--- src/rtl/regfile_scoreboard_pkg.sv ---
// regfile_scoreboard_pkg
//   Shared constants for the register file / scoreboard slice. The
//   writeback and decode stages use the same definitions.
//   No ports (package).
//   Related build option: REGFILE_BYPASS_EN (selects write-through reads
//   and retire-aware stall in the importing modules).
package regfile_scoreboard_pkg;

  localparam int XLEN      = 32;
  localparam int NREGS     = 32;
  localparam int REG_IDX_W = 5;

  // Index of the hardwired-zero register x0.
  localparam logic [REG_IDX_W-1:0] REG_ZERO = 5'd0;

endpackage

--- src/rtl/regfile_scoreboard_reg_scoreboard.sv ---
// reg_scoreboard
//   Per-register busy bits for in-flight producers, plus the decode stall
//   equation.
//   Ports:
//     clk, rst_n        clock, async active-low reset
//     issue_valid       decode issues an instruction this cycle
//     issue_rd          destination of the issued instruction (0 = none)
//     wb_en, wb_rd      writeback retire (clears the busy bit)
//     flush             clears every busy bit, suppresses same-cycle set
//     rs1, rs2          decode source indices
//     stall             a source of the current decode is still in flight
//   Build option REGFILE_BYPASS_EN: a source retiring this cycle does not
//   stall (its data is forwarded by the register file read port).
module reg_scoreboard
  import regfile_scoreboard_pkg::*;
(
  input  logic                 clk,
  input  logic                 rst_n,
  input  logic                 issue_valid,
  input  logic [REG_IDX_W-1:0] issue_rd,
  input  logic                 wb_en,
  input  logic [REG_IDX_W-1:0] wb_rd,
  input  logic                 flush,
  input  logic [REG_IDX_W-1:0] rs1,
  input  logic [REG_IDX_W-1:0] rs2,
  output logic                 stall
);

  logic [NREGS-1:0] busy_r;
  logic [NREGS-1:0] busy_next_s;
  logic [NREGS-1:0] busy_eff_s;
  logic             rs1_busy_s;
  logic             rs2_busy_s;

  // Next busy vector: flush dominates; otherwise clear then set, so a set
  // to the same index wins (the younger producer owns the register).
  always_comb begin
    busy_next_s = busy_r;
    if (flush) begin
      busy_next_s = '0;
    end else begin
      if (wb_en && (wb_rd != REG_ZERO)) begin
        busy_next_s[wb_rd] = 1'b0;
      end else begin
        busy_next_s = busy_next_s;
      end
      if (issue_valid && (issue_rd != REG_ZERO)) begin
        busy_next_s[issue_rd] = 1'b1;
      end else begin
        busy_next_s = busy_next_s;
      end
    end
  end

  // Busy vector register.
  always_ff @(posedge clk or negedge rst_n) begin
    if (!rst_n) begin
      busy_r <= '0;
    end else begin
      busy_r <= busy_next_s;
    end
  end

  // Effective busy as seen by decode this cycle.
  always_comb begin
    busy_eff_s = busy_r;
`ifdef REGFILE_BYPASS_EN
    if (wb_en && (wb_rd != REG_ZERO)) begin
      busy_eff_s[wb_rd] = 1'b0;
    end else begin
      busy_eff_s = busy_r;
    end
`endif
  end

  // Stall is purely combinational; decode must drop issue_valid itself.
  always_comb begin
    rs1_busy_s = (rs1 != REG_ZERO) && busy_eff_s[rs1];
    rs2_busy_s = (rs2 != REG_ZERO) && busy_eff_s[rs2];
    stall      = issue_valid && (rs1_busy_s || rs2_busy_s);
  end

endmodule

--- src/rtl/regfile_scoreboard.sv ---
// regfile_scoreboard
//   32 x 32-bit architectural register file (x0 reads as zero) with a
//   busy scoreboard for decode operand stalls.
//   Ports:
//     clk, rst_n                      clock, async active-low reset
//     RegWrite, WriteReg, WriteData   writeback write port
//     ReadReg1/2 -> ReadData1/2       combinational decode read ports
//     IssueValid, IssueRd             decode issue (sets busy on IssueRd)
//     Flush                           clears all busy bits
//     Stall                           a decode source is still in flight
//   Build option REGFILE_BYPASS_EN: same-cycle write-through on the read
//   ports and retire-aware stall; when undefined, reads see the old value
//   until the next edge.
module regfile_scoreboard
  import regfile_scoreboard_pkg::*;
(
  input  logic                 clk,
  input  logic                 rst_n,
  input  logic                 RegWrite,
  input  logic [REG_IDX_W-1:0] WriteReg,
  input  logic [XLEN-1:0]      WriteData,
  input  logic [REG_IDX_W-1:0] ReadReg1,
  input  logic [REG_IDX_W-1:0] ReadReg2,
  output logic [XLEN-1:0]      ReadData1,
  output logic [XLEN-1:0]      ReadData2,
  input  logic                 IssueValid,
  input  logic [REG_IDX_W-1:0] IssueRd,
  input  logic                 Flush,
  output logic                 Stall
);

  logic [XLEN-1:0] regs_r [NREGS];
  logic            wr_en_s;

  assign wr_en_s = RegWrite && (WriteReg != REG_ZERO);

  // Register array; x0 is never written so it stays zero.
  always_ff @(posedge clk or negedge rst_n) begin
    if (!rst_n) begin
      for (int i = 0; i < NREGS; i++) begin
        regs_r[i] <= '0;
      end
    end else if (wr_en_s) begin
      regs_r[WriteReg] <= WriteData;
    end
  end

  // Read port 1 mux.
  always_comb begin
    ReadData1 = regs_r[ReadReg1];
    if (ReadReg1 == REG_ZERO) begin
      ReadData1 = '0;
`ifdef REGFILE_BYPASS_EN
    end else if (wr_en_s && (WriteReg == ReadReg1)) begin
      ReadData1 = WriteData;
`endif
    end else begin
      ReadData1 = regs_r[ReadReg1];
    end
  end

  // Read port 2 mux.
  always_comb begin
    ReadData2 = regs_r[ReadReg2];
    if (ReadReg2 == REG_ZERO) begin
      ReadData2 = '0;
`ifdef REGFILE_BYPASS_EN
    end else if (wr_en_s && (WriteReg == ReadReg2)) begin
      ReadData2 = WriteData;
`endif
    end else begin
      ReadData2 = regs_r[ReadReg2];
    end
  end

  reg_scoreboard u_sb (
    .clk         (clk),
    .rst_n       (rst_n),
    .issue_valid (IssueValid),
    .issue_rd    (IssueRd),
    .wb_en       (RegWrite),
    .wb_rd       (WriteReg),
    .flush       (Flush),
    .rs1         (ReadReg1),
    .rs2         (ReadReg2),
    .stall       (Stall)
  );

endmodule

--- config.mk ---
export PLATFORM = sky130hd
export DESIGN_NAME = regfile_scoreboard
export DESIGN_NICKNAME = d
export VERILOG_FILES = /design/src/rtl/regfile_scoreboard_pkg.sv /design/src/rtl/regfile_scoreboard_reg_scoreboard.sv /design/src/rtl/regfile_scoreboard.sv
export SDC_FILE = /design/constraint.sdc
export NUM_CORES = 2
export LEC_CHECK = 0
export BUFFER_PORTS_ARGS = -buffer_cell sky130_fd_sc_hd__buf_4
export CAP_MARGIN = 0
export CORE_ASPECT_RATIO = 0.8
export CORE_MARGIN = 2
export CORE_UTILIZATION = 40
export DETAILED_ROUTE_END_ITERATION = 8
export PLACE_DENSITY = 0.63
export SKIP_LAST_GASP = 1
export SLEW_MARGIN = 20
export SYNTH_ARGS = -nofsm -noshare
export SYNTH_HDL_FRONTEND = slang
export SYNTH_SLANG_ARGS = --single-unit
export TNS_END_PERCENT = 20
--- constraint.sdc ---
create_clock -name clk -period 5.9 [get_ports clk]
set_input_delay 1.475 -clock clk [delete_from_list [all_inputs] [get_ports clk]]
set_output_delay 1.475 -clock clk [all_outputs]
set_load 0.02 [all_outputs]
==> metrics.yaml <==
drt:
  vias_per_cell: 6.304
  wl_um: 178100
  postRouteAntennaNets: 0
  drc: 0
  dr_total_vias: 35202
  drtPass1Iterations: 5
  wl_per_cell_um: 31.90
  dr.first_iter.drc_count: 3542
pwr:
  leakage_uw: 0.02735
  peakVddDrop_uv: 304.3
  p_per_area_nw_per_um2: 341.1
global_route:
  grt_overflow_total: 0
  grt_pass1_vias: 36118
  antenna_found_initial: 7
  gr-usage-all-layers: 0.2476
  grt_pass1_wl_um: 261700
  grt_max_degree: 109
placed_design:
  hpwl_um: 99140
  placed_cells: 5382
  gp_congestion: 0.7892
  portBuffers: 121
critical_path:
  r2r_cells: 1
  cp.required_ns: 4.43
  critPathArrivalTime_ns: 4.05
  worstSetupPathType: "input pin to output port"
  critPathLaunchType: "input pin"
  crit_path_end_kind: "output port"
  r2r_slack_ns: 5.08
  path_cells: "buf_8 -> buf_12 -> mux4_2 -> mux2i_1 -> nor2b_1 -> a2111oi_0 -> nor3_1 -> buf_4"
  critical_path.max_fanout: 40
  cpMaxStageDelayCell: "mux4_2"
  cpPeakStageDelay_ns: 0.55
floorplanning:
  core_region_area_um2: 140200
  rows: 123
  initial_core_util: 0.4016
  die_w_um: 423.5
  io_pins: 122
  die_h_um: 339.6
  die-area_um2: 143800
cts:
  cts_sinks: 1056
  htree_levels: 3
  cts_resized: 0
  path_clk_slew_ns: 0.06
  postCtsHoldBufs: 0
  clkLatencyLatePin_ns: 0.72
  cts_tree: "built"
  postCtsSetupBuffers: 0
  cts_root_buf: "clkbuf_16"
  clock_path_buffers: 3
  cts-buffers-inserted: 108
min_path:
  hp-class: "flop to flop"
  min_path_cells: 0
synthesis:
  synth-edff-count: 0
  synth_area_leader_cell: "dfrtp_1"
  synth_flop_cell: "dfrtp_1"
  synth.distinct_cells: 43
  ys_ff_latch: 1056
  synthTopCellsByArea: "dfrtp_1 47%, mux2_2 22%, mux4_2 20%"
  yosysTopAreaCellShare: 0.4693
  ys.warnings.count: 0
  ys_seq_area_frac: 0.4693
  synth_area_per_cell_um2: 15.35
  netlist_area_um2: 56300
  synth_fp_nets: 3725
  synthCells: 3668
  async_flop_share: 1.000
cells_and_area:
  fillers: 12209
  final_cell_count_no_fill: 5584
  final_cell_mix: "1075 x mux2_2, 1056 x dfrtp_1, 509 x mux4_2"
  layout_commonest_cell: "mux2_2"
  syn_to_final_growth_pct: 12.84
  nets: 3674
  drive_above_1_share: 0.5593
timing:
  finalSetupTns_ns: 0
  rsz0062_at_grt: "no"
  setup_viol: 0
  slew_headroom: 0.1949
  worst_clock_skew_ns: 0
  worst_slew_pin_slew_ns: 1.197
  fin_crit_sh: 0.9369
  slew_violations: 0
  fmax_mhz: 180.9
  hold_violations: 0
  fin_crit_ns: 5.528
flow_run:
  drv_cap: 0
status:
  status: "complete, no violations"
## registers in the layout, indices dropped and copies added (netlist names)
signal,cells
regs_r,1024
u_sb.busy_eff_s,32
## critical path: cells and delay by family
kind / cells / cell delay (ns)
and+or+nand+nor: 2 / 0.34
muxes: 2 / 0.71
buffers and inverters: 3 / 0.95
AOI/OAI and AO/OA: 1 / 0.47
## synth_stat cells, drive strengths merged (3+ instances only)
library cell  number
inv                9
mux2            1087
a31oi              4
nand3b             3
a22oi             18
a311oi             3
clkbuf           210
and3               3
mux2i            156
o221ai            23
dfrtp           1056
nor3b              7
nor3              60
nand2             55
a211oi            11
nor2b             20
a21oi             14
nor2              52
nand3              4
a221oi            28
buf              212
o22ai             48
and2               5
a2111oi           10
o21ai             13
mux4             509
a22o              36
## per-stage QoR
stage / area (µm²) / hold WS [ns] / power (µW) / util / setup WS, ns
2_1_floorplan: 56300 / 0.4413 / 12670 / - / 1.026
3_3_place_gp: 59560 / 0.3773 / 13920 / 0.4248 / 0.3214
3_5_place_dp: 59560 / 0.3827 / 14070 / 0.4248 / 0.3753
4_1_cts: 63520 / 0.3971 / 21750 / 0.4531 / 0.3730
5_1_grt: 63540 / 0.4051 / 22560 / 0.4532 / 0.2424
6_report: 63540 / 0.3963 / 21670 / 0.4532 / 0.3723
## final timing paths
| check | start | endpoint |
|---|---|---|
| worst max-delay path | ReadReg2[0] | ReadData2[15] |
| worst min-delay path | regs_r[1018] | regs_r[1018] |
| worst max register to register | regs_r[668] | regs_r[668] |
| worst min register to register | regs_r[1018] | regs_r[1018] |
| max in group asynchronous | rst_n | regs_r[504] |
| min in group asynchronous | rst_n | regs_r[371] |
## cells by family after synthesis
logic type / count (synthesis) / share of synthesized area
flip-flops: 1056 / 0.4693
multiplexers: 1752 / 0.4487
AND/OR/NAND/NOR: 216 / 0.01838
AO/OA/AOI/OAI: 213 / 0.02833
buffers and inverters: 431 / 0.03522
## power breakdown
| part | total [µW] | internal, µW | switching, µW |
|---|---|---|---|
| Sequential | 9540 | 8580 | 961 |
| Combinational | 4450 | 2690 | 1760 |
| Clock | 7680 | 4630 | 3050 |
| Total | 21700 | 15900 | 5780 |
## routing by layer
metal	share of wire	up-vias	track usage
li1	-	14143	-
met1	0.43	19362	0.3507
met2	0.47	1369	0.3869
met3	0.066	326	0.04794
met4	0.032	2	0.07510
met5	0.000073	-	0
## final cells by class
cell class | count | area [µm²] | share of cell area
Timing Repair Buffer | 261 | 2582 | 0.04065
Tap cell | 1875 | 2346 | 0.03692
Antenna cell | 1 | 2.502 | 0.00003939
Inverter | 9 | 33.78 | 0.0005317
Sequential cell | 1056 | 26430 | 0.4159
Multi-Input combinational cell | 2181 | 28180 | 0.4435
Clock inverter | 47 | 733.2 | 0.01154
Clock buffer | 154 | 3232 | 0.05087
No activity file was read; power rests on OpenSTA's default activity.
